File: src/rtl/sram_deltacache_dp_if.sv
// sram_deltacache_dp_if: clear, write and read bus of the delta-cache SRAM
interface sram_deltacache_dp_if #(
    parameter int ADDR_WIDTH = 6,
    parameter int DATA_WIDTH = 32,
    parameter int BYTE_W     = 8
);
    localparam int NUM_BYTES = DATA_WIDTH / BYTE_W;
    logic                  clr_req;
    logic                  clr_busy;
    logic                  wr_cs_n;
    logic [NUM_BYTES-1:0]  wr_be;
    logic [ADDR_WIDTH-1:0] wr_addr;
    logic [DATA_WIDTH-1:0] wr_data;
    logic                  rd_cs_n;
    logic [ADDR_WIDTH-1:0] rd_addr;
    logic [DATA_WIDTH-1:0] rd_data;
    logic                  rd_valid;
    modport master (
        output clr_req, wr_cs_n, wr_be, wr_addr, wr_data, rd_cs_n, rd_addr,
        input  clr_busy, rd_data, rd_valid
    );
    modport slave (
        input  clr_req, wr_cs_n, wr_be, wr_addr, wr_data, rd_cs_n, rd_addr,
        output clr_busy, rd_data, rd_valid
    );
endinterface

File: src/rtl/sram_deltacache_dp.sv
// sram_deltacache_dp: 1W1R delta-cache SRAM with byte lanes, sequential clear and optional output stage
module sram_deltacache_dp #(
    parameter int ADDR_WIDTH = 6,
    parameter int DATA_WIDTH = 32,
    parameter int MEM_DEPTH  = 64,
    parameter int BYTE_W     = 8,
    parameter int OUT_REG    = 0,
    parameter int WT_BYPASS  = 1
) (
    input logic                 clk,
    input logic                 rst_n,
    sram_deltacache_dp_if.slave bus
);
    localparam int NUM_BYTES = DATA_WIDTH / BYTE_W;
    localparam logic [ADDR_WIDTH-1:0] LAST = ADDR_WIDTH'(MEM_DEPTH - 1);
    typedef enum logic {CLEAR, IDLE} state_t;
    state_t                state, state_nxt;
    logic [ADDR_WIDTH-1:0] cnt;
    logic [DATA_WIDTH-1:0] mem [MEM_DEPTH];
    logic [DATA_WIDTH-1:0] new_word, rd_word, d1;
    logic                  wr_en, rd_en, v1;
    always_ff @(posedge clk or negedge rst_n) begin
        if (!rst_n) begin
            state <= CLEAR;
            cnt   <= '0;
        end else begin
            state <= state_nxt;
            cnt   <= (state == CLEAR && cnt != LAST) ? cnt + 1'b1 : '0;
        end
    end
    always_comb state_nxt = (state == CLEAR) ? ((cnt == LAST) ? IDLE : CLEAR)
                                             : (bus.clr_req ? CLEAR : IDLE);
    always_comb begin
        bus.clr_busy = (state == CLEAR);
        wr_en        = (state == IDLE) && !bus.wr_cs_n && (32'(bus.wr_addr) < MEM_DEPTH);
        rd_en        = (state == IDLE) && !bus.rd_cs_n;
    end
    // Merged word is shared by the array write and the same-address bypass
    always_comb begin
        new_word = mem[bus.wr_addr];
        for (int b = 0; b < NUM_BYTES; b++)
            if (bus.wr_be[b]) new_word[b*BYTE_W +: BYTE_W] = bus.wr_data[b*BYTE_W +: BYTE_W];
        rd_word = (32'(bus.rd_addr) >= MEM_DEPTH) ? '0 :
                  (WT_BYPASS != 0 && wr_en && bus.rd_addr == bus.wr_addr) ? new_word :
                  mem[bus.rd_addr];
    end
    always_ff @(posedge clk) begin
        if (state == CLEAR) mem[cnt] <= '0;
        else if (wr_en) mem[bus.wr_addr] <= new_word;
    end
    always_ff @(posedge clk or negedge rst_n) begin
        if (!rst_n) begin
            v1 <= 1'b0;
            d1 <= '0;
        end else begin
            v1 <= rd_en;
            if (rd_en) d1 <= rd_word;
        end
    end
    if (OUT_REG != 0) begin : g_out_reg
        logic                  v2;
        logic [DATA_WIDTH-1:0] d2;
        always_ff @(posedge clk or negedge rst_n) begin
            if (!rst_n) begin
                v2 <= 1'b0;
                d2 <= '0;
            end else begin
                v2 <= v1;
                if (v1) d2 <= d1;
            end
        end
        assign bus.rd_valid = v2;
        assign bus.rd_data  = d2;
    end else begin : g_direct
        assign bus.rd_valid = v1;
        assign bus.rd_data  = d1;
    end
endmodule

File: src/flat_wrapper.sv
// flat-port wrapper written by rule: the top's interface ports become plain ports
module sram_deltacache_dp_flat 
#(
    parameter int ADDR_WIDTH = 6,
    parameter int DATA_WIDTH = 32,
    parameter int MEM_DEPTH  = 64,
    parameter int BYTE_W     = 8,
    parameter int OUT_REG    = 0,
    parameter int WT_BYPASS  = 1
)
  (clk, rst_n, bus_clr_req, bus_wr_cs_n, bus_wr_be, bus_wr_addr, bus_wr_data, bus_rd_cs_n, bus_rd_addr, bus_clr_busy, bus_rd_data, bus_rd_valid);
  sram_deltacache_dp_if #(.ADDR_WIDTH(ADDR_WIDTH), .DATA_WIDTH(DATA_WIDTH), .BYTE_W(BYTE_W)) bus_i ();
  input logic clk;
  input logic rst_n;
  input wire logic [$bits(bus_i.clr_req)-1:0] bus_clr_req;
  input wire logic [$bits(bus_i.wr_cs_n)-1:0] bus_wr_cs_n;
  input wire logic [$bits(bus_i.wr_be)-1:0] bus_wr_be;
  input wire logic [$bits(bus_i.wr_addr)-1:0] bus_wr_addr;
  input wire logic [$bits(bus_i.wr_data)-1:0] bus_wr_data;
  input wire logic [$bits(bus_i.rd_cs_n)-1:0] bus_rd_cs_n;
  input wire logic [$bits(bus_i.rd_addr)-1:0] bus_rd_addr;
  output wire logic [$bits(bus_i.clr_busy)-1:0] bus_clr_busy;
  output wire logic [$bits(bus_i.rd_data)-1:0] bus_rd_data;
  output wire logic [$bits(bus_i.rd_valid)-1:0] bus_rd_valid;
  assign bus_i.clr_req = bus_clr_req;
  assign bus_i.wr_cs_n = bus_wr_cs_n;
  assign bus_i.wr_be = bus_wr_be;
  assign bus_i.wr_addr = bus_wr_addr;
  assign bus_i.wr_data = bus_wr_data;
  assign bus_i.rd_cs_n = bus_rd_cs_n;
  assign bus_i.rd_addr = bus_rd_addr;
  assign bus_clr_busy = bus_i.clr_busy;
  assign bus_rd_data = bus_i.rd_data;
  assign bus_rd_valid = bus_i.rd_valid;
  sram_deltacache_dp #(.ADDR_WIDTH(ADDR_WIDTH), .DATA_WIDTH(DATA_WIDTH), .MEM_DEPTH(MEM_DEPTH), .BYTE_W(BYTE_W), .OUT_REG(OUT_REG), .WT_BYPASS(WT_BYPASS)) u_core (.clk(clk), .rst_n(rst_n), .bus(bus_i));
endmodule
File: config.mk
export PLATFORM = sky130hd
export DESIGN_NAME = sram_deltacache_dp_flat
export DESIGN_NICKNAME = d
export VERILOG_FILES = /design/src/rtl/sram_deltacache_dp_if.sv /design/src/rtl/sram_deltacache_dp.sv /design/src/flat_wrapper.sv
export SDC_FILE = /design/constraint.sdc
export NUM_CORES = 2
export LEC_CHECK = 0
export BUFFER_PORTS_ARGS = -buffer_cell sky130_fd_sc_hd__buf_2
export CAP_MARGIN = 10
export CELL_PAD_IN_SITES_DETAIL_PLACEMENT = 1
export CELL_PAD_IN_SITES_GLOBAL_PLACEMENT = 2
export CORE_MARGIN = 4
export CORE_UTILIZATION = 23
export DETAILED_ROUTE_END_ITERATION = 12
export GPL_ROUTABILITY_DRIVEN = 0
export PLACE_DENSITY_LB_ADDON = 0.1
export SLEW_MARGIN = 0
export SYNTH_ARGS = -nofsm -noshare
export SYNTH_HDL_FRONTEND = slang
export SYNTH_SLANG_ARGS = --single-unit
export TNS_END_PERCENT = 30
File: constraint.sdc
create_clock -name clk -period 4.68 [get_ports clk]
set_input_delay 0.936 -clock clk [delete_from_list [all_inputs] [get_ports clk]]
set_output_delay 0.936 -clock clk [all_outputs]
set_load 0.005 [all_outputs]
---- After elaboration in Yosys (flattened, before gate mapping) ----
Memory sizes are Yosys's and may differ from the RTL's. A register that Yosys moved wholly into a read port is not among the register bits.
Cells that the tools add are included.
word-level totals
  logic and storage cells ................. 30
  bits in writable memories ............... 2048
  memories kept ........................... 1
  input port bits ......................... 53
  output and inout port bits .............. 34
  register bits ........................... 8
cells by class
  bitwise gates (word level) .............. 1
  equality and inequality tests ........... 2
  $add $sub $neg .......................... 1
  reductions and logical operators ........ 7
  multiplexer cells ....................... 15
memories
  memory      depth  width  rd ports  clocked after memory_dff  wr ports  RTL line                  text
  u_core.mem  64     32     2         1                         1         sram_deltacache_dp.sv:19  logic [DATA_WIDTH-1:0] mem [MEM_DEPTH];
operators with widths
  operator             count
  $mux 32              1
  $mux 8               4
  $reduce_or 32->1     1
  $mux 6               2
  $mux 1               8
  $add 6x1->6 const B  1
  $eq 6x6->1 const B   1
  $ne 6x6->1 const B   1
  $logic_and 1x1->1    3
  $logic_not 1->1      3
  $not 1->1            1

---- Longest topological paths before layout ----
  word-level depth ........................ 7
  gate-level depth with buffers ........... 13
  depth with buffers taken out ............ 7

---- Least setup slack after synthesis ----
Ideal clock, no wire load.
  kind .................................... input to register
  start point ............................. input port bus_wr_addr[1]
  end point ............................... memory u_core.mem[0][27] (data pin)
  setup time .............................. 0.720 ns
  path buffers ............................ 2
  arrival time ............................ 4.877 ns
  stages .................................. 8
  slack ................................... -0.917 ns
  data required time ...................... 3.960 ns
  cells stage by stage .................... buf_2 or3b_2 buf_2 o22ai_1 a211oi_1 o21ai_0 nand4b_1 o31ai_1
on the way
  word-level cells in the longest chain between the ends .. 3
RTL lines
  element             RTL line                  text
  start: declaration  flat_wrapper.sv:18        input wire logic [$bits(bus_i.wr_addr)-1:0] bus_wr_addr;
  $mem_v2 64x32       --
  $mux 8              sram_deltacache_dp.sv:42  if (bus.wr_be[b]) new_word[b*BYTE_W +: BYTE_W] = bus.wr_data[b*BYTE_W +: BYTE_W];
  $mux 32 (no line)   --
  end: declaration    sram_deltacache_dp.sv:19
No other way between the ends.

---- Worst setup path in the final report ----
  start point ............................. input port bus_wr_addr[1]
  end point ............................... memory u_core.mem[45][30] (data pin)
The elaborated chain is that of the path after synthesis.

==> results.md <==
- Number of instances on the worst hold path: 2
- Min-Delay Endpoint: u_core.state
- Full die area: 0.4377 mm^2
- Final setup violation count: 0
- Detailed placement HPWL: 298.6 mm
- Slew at the pin with the worst max-slew slack: 1.227 ns
- Highest attainable clock frequency: 256.6 MHz
- Met2 wire len: 228.3 mm
- Top Layer Used: met4
- Origin of the critical flop-to-flop path: u_core.state
- Total cell area at the placement stage: 0.1110 mm^2
- Number of hold violations in the final report: 0
- Signal arrival time at the worst endpoint: 4.51 ns
- Synth unique cells: 79
- Fin nets: 6112
- Kind of critical path: in -> reg
- Clock sink count: 2088
- Endpoint kind of the worst setup timing path: register
- Synthesized Nets: 5628
- Mapped Cells: 5574
- Fraction of final layout cells sized beyond drive strength 1: 0.3111
- Static leakage: 0.03300 uW
- Antenna violations before repair: 32
- Clock-pin slew reported for the worst setup and hold paths after clock tree synthesis: 0.05 ns
- Worst clock skew on the final layout: 0.03025 ns
- Required time reported for the critical path endpoint: 5.29 ns
- Most common flop cell mapped by yosys: sky130_fd_sc_hd__edfxtp_1
- Post-route clock period utilization: 0.8326
- Post-route met1 wirelength: 207.7 mm
- Pin count of the biggest net entering global routing: 85
- Final non-filler cell total: 11.94k
- Number of H-tree branching levels: 5
- Synthesized area divided by synthesized cell count: 17.63 um^2
- Initial cell density of the core: 0.2314
- Critical-path maximum fanout: 54
- Max-slew headroom: 0.1802
- Total GRT Usage: 0.2085
- DRC violation count after routing: 0
- Detail-routed net length per standard cell: 38.94 um
- Setup repair after global routing missed its margin: no
- Worst setup SP type: input pin
- Number of rows created at floorplan: 239
- Core outline area: 0.4246 mm^2
- Number of CTS-inserted buffers: 268
- Detailed-route wire length: 464.9 mm
- Worst hold slack: 0.3030 ns
- # port buffers: 86
- Setup slack on the worst flop-to-flop path: 1.33 ns
- Worst Hold Launch: bus_clr_req
- Met3 wirelength from detailed routing: 16.61 mm
- Die X: 661.6 um
- Placed cells: 11.45k
- Global-route wire length before repair: 618.1 mm
- Proportion of synthesized chip area in sequential cells: 0.6361
- Height of the die: 661.6 um
- Number of detailed-routing iterations run before antenna repair: 7
- Count of vias placed by the detailed router: 61.01k
- End of the worst register-to-register path: u_core.mem[8][11]
- Warning count from the yosys run: 0
- Pwr/cell area: 362.2 mW/mm^2
- Outcome: finished clean
- Final setup TNS: 0 ns
- Final global-route overflow total: 0
- Vias in the first global route: 65.28k
- Total I/O pin count: 87
- Type of the worst min-delay path: in -> reg
- Maxcap violations: 0
- Post-Syn Area: 0.09825 mm^2
- Tmin final: 3.897 ns
- Skew-Pair Late Insertion Delay: 0.90 ns
- Proportion of synthesized flip-flops having asynchronous set or reset: 0.01916
- Root cell of the clock tree: sky130_fd_sc_hd__clkbuf_16
- Area added between synthesis and finish: 21.50%
- Filler instances: 43.92k
- CTS tree: yes
- Layout Cell Area excl Fill: 0.1194 mm^2
- Antenna violation net count after detailed routing: 0
- Initial DRC Count: 5118
- Via-to-Cell Ratio: 5.110
- Maximum vdd ir drop: 0.2426 mV
- Synthesized flop and latch total: 2088
- Worst-case clock buffer depth: 4
- Number of enable flip-flop cells after synthesis: 2048
- Cell depth of the worst flop-to-flop path: 6
- Final Total Pwr: 43240 uW
- Final Slew Violations: 0
how the worst max path moves through the flow:
stage                               from                 end  slack (ns)
final                     bus_wr_addr[1]  u_core.mem[45][30]        0.78
after global routing      bus_wr_addr[0]  u_core.mem[58][30]        0.78
after CTS                 bus_wr_addr[0]  u_core.mem[51][30]        0.82
after detailed placement  bus_wr_addr[0]  u_core.mem[62][30]       -0.14
after global placement    bus_wr_addr[0]  u_core.mem[52][30]       -0.06
after floorplan           bus_wr_addr[0]    u_core.mem[0][0]       -0.74
metal layers:
layer	vias up	global-route usage
li1	24627	-
met1	34395	0.2832
met2	1524	0.3565
met3	468	0.02117
met4	0	0.05147
met5	-	0
Yosys cell counts, types with 6 or more instances:
cell / count / area, um^2
sky130_fd_sc_hd__o21ai_1: 21 / 105.1
sky130_fd_sc_hd__nor4_1: 17 / 106.4
sky130_fd_sc_hd__mux4_1: 13 / 341.6
sky130_fd_sc_hd__nor2b_1: 23 / 143.9
sky130_fd_sc_hd__a32oi_1: 8 / 70.07
sky130_fd_sc_hd__o32a_1: 13 / 130.1
sky130_fd_sc_hd__mux2_2: 42 / 473.0
sky130_fd_sc_hd__buf_1: 41 / 153.9
sky130_fd_sc_hd__nand2_1: 193 / 724.4
sky130_fd_sc_hd__a22oi_1: 124 / 930.9
sky130_fd_sc_hd__clkbuf_1: 187 / 701.9
sky130_fd_sc_hd__a211oi_1: 15 / 112.6
sky130_fd_sc_hd__mux4_2: 746 / 16800
sky130_fd_sc_hd__a2111oi_2: 7 / 105.1
sky130_fd_sc_hd__nor3_1: 77 / 385.4
sky130_fd_sc_hd__dfrtp_1: 40 / 1001
sky130_fd_sc_hd__and3_1: 6 / 37.54
sky130_fd_sc_hd__buf_6: 47 / 529.3
sky130_fd_sc_hd__o21ai_0: 144 / 720.7
sky130_fd_sc_hd__mux2i_1: 574 / 5746
sky130_fd_sc_hd__buf_4: 56 / 420.4
sky130_fd_sc_hd__o22ai_1: 103 / 644.4
sky130_fd_sc_hd__and2_1: 13 / 81.33
sky130_fd_sc_hd__nor2_1: 190 / 713.2
sky130_fd_sc_hd__a41oi_1: 11 / 96.34
sky130_fd_sc_hd__a21oi_1: 269 / 1346
sky130_fd_sc_hd__or3_1: 8 / 50.05
sky130_fd_sc_hd__o221ai_1: 146 / 1279
sky130_fd_sc_hd__a31oi_1: 40 / 250.2
sky130_fd_sc_hd__o31ai_1: 16 / 120.1
sky130_fd_sc_hd__a21o_1: 6 / 45.04
sky130_fd_sc_hd__a22o_1: 7 / 61.31
sky130_fd_sc_hd__o211ai_1: 8 / 60.06
sky130_fd_sc_hd__nand2b_1: 15 / 93.84
sky130_fd_sc_hd__a221oi_1: 29 / 254.0
sky130_fd_sc_hd__nand3_1: 56 / 280.3
sky130_fd_sc_hd__inv_1: 12 / 45.04
sky130_fd_sc_hd__buf_12: 10 / 200.2
sky130_fd_sc_hd__buf_2: 105 / 525.5
sky130_fd_sc_hd__edfxtp_1: 2048 / 61500
placed cells by master (no fill, tap or decap), types with 11 or more instances in the layout:
cell type,n
sky130_fd_sc_hd__clkinv_2,26
sky130_fd_sc_hd__nand2b_1,11
sky130_fd_sc_hd__o31ai_1,13
sky130_fd_sc_hd__a31oi_1,40
sky130_fd_sc_hd__clkbuf_16,283
sky130_fd_sc_hd__buf_4,381
sky130_fd_sc_hd__diode_2,17
sky130_fd_sc_hd__nor2b_1,17
sky130_fd_sc_hd__nor2_4,83
sky130_fd_sc_hd__nor2_1,103
sky130_fd_sc_hd__nor3_2,12
sky130_fd_sc_hd__nand3_1,56
sky130_fd_sc_hd__mux4_1,13
sky130_fd_sc_hd__buf_2,76
sky130_fd_sc_hd__a21oi_1,269
sky130_fd_sc_hd__and2_1,12
sky130_fd_sc_hd__nor4_1,17
sky130_fd_sc_hd__a22oi_1,124
sky130_fd_sc_hd__clkbuf_1,79
sky130_fd_sc_hd__o21ai_0,144
sky130_fd_sc_hd__nand2_1,191
sky130_fd_sc_hd__o21ai_1,21
sky130_fd_sc_hd__o221ai_1,146
sky130_fd_sc_hd__dfrtp_1,40
sky130_fd_sc_hd__o22ai_1,103
sky130_fd_sc_hd__a211oi_1,15
sky130_fd_sc_hd__a221oi_1,29
sky130_fd_sc_hd__a41oi_1,11
sky130_fd_sc_hd__edfxtp_1,2048
sky130_fd_sc_hd__clkinv_1,53
sky130_fd_sc_hd__o32a_1,13
sky130_fd_sc_hd__mux2i_1,574
sky130_fd_sc_hd__bufinv_16,14
sky130_fd_sc_hd__mux4_2,746
sky130_fd_sc_hd__mux2_2,42
sky130_fd_sc_hd__buf_12,202
sky130_fd_sc_hd__nor3_1,63
cell type report:
type	count	area, um^2	share of cell area
well taps	5663	7086	0.05935
inverters	14	71.32	0.0005974
diodes	17	42.54	0.0003564
clock inverters	104	894.6	0.007494
flip-flops and latches	2088	62500	0.5236
clock buffers	369	7475	0.06261
multi-input cells	3020	33930	0.2842
repair buffers	666	7380	0.06182
per-stage QoR:
step | setup slack, ns | util
6_report | 0.7834 | 0.2811
5_1_grt | 0.7765 | 0.2811
4_1_cts | 0.8212 | 0.2810
3_5_place_dp | -0.1427 | 0.2613
3_3_place_gp | -0.05535 | 0.2613
2_1_floorplan | -0.7355 | -
state kept, by name (all words and copies together) (netlist names):
signal and cells:
u_core.state 1, u_core.cnt 6, u_core.mem 2048, u_core.bus.rd_valid 1
u_core.bus.rd_data 32
what timing repair did:
| action | in CTS | in global routing |
|---|---|---|
| setup buffers | 0 | 0 |
| resized for setup | 0 | 0 |
| hold buffers | 1 | 0 |
| hold endpoints to repair | 2 | 0 |
kinds of logic (layout without fill, tap and decap cells):
kind of cell,after synthesis,count (layout),share of synthesized area
other cells,0,17,0
buf+inv,466,1153,0.02714
fa+ha+maj,1,1,0.0001273
xor+xnor,7,7,0.0006240
flops,2088,2088,0.6361
simple gates,628,628,0.02920
compound gates,1003,1003,0.06819
mux,1381,1381,0.2386
power breakdown:
group | internal, uW | total (uW) | switching (uW) | leakage [uW]
registers | 20200 | 20200 | 0 | 0.0148
logic | 889 | 2720 | 1830 | 0.0141
clock network | 11900 | 20300 | 8380 | 0.00407
total | 33000 | 43200 | 10200 | 0.0330
critical path, stage by stage:
cell,delay [ns]
sky130_fd_sc_hd__buf_8,0.14
sky130_fd_sc_hd__buf_12,0.23
sky130_fd_sc_hd__nand2b_4,0.29
sky130_fd_sc_hd__buf_12,0.36
sky130_fd_sc_hd__o221ai_1,0.31
sky130_fd_sc_hd__a21oi_1,0.88
sky130_fd_sc_hd__or4_1,0.34
sky130_fd_sc_hd__a2bb2oi_1,0.32
sky130_fd_sc_hd__o21a_1,0.20
sky130_fd_sc_hd__nor2_4,0.09
sky130_fd_sc_hd__buf_12,0.20
Power figures use the tool's default switching activity.
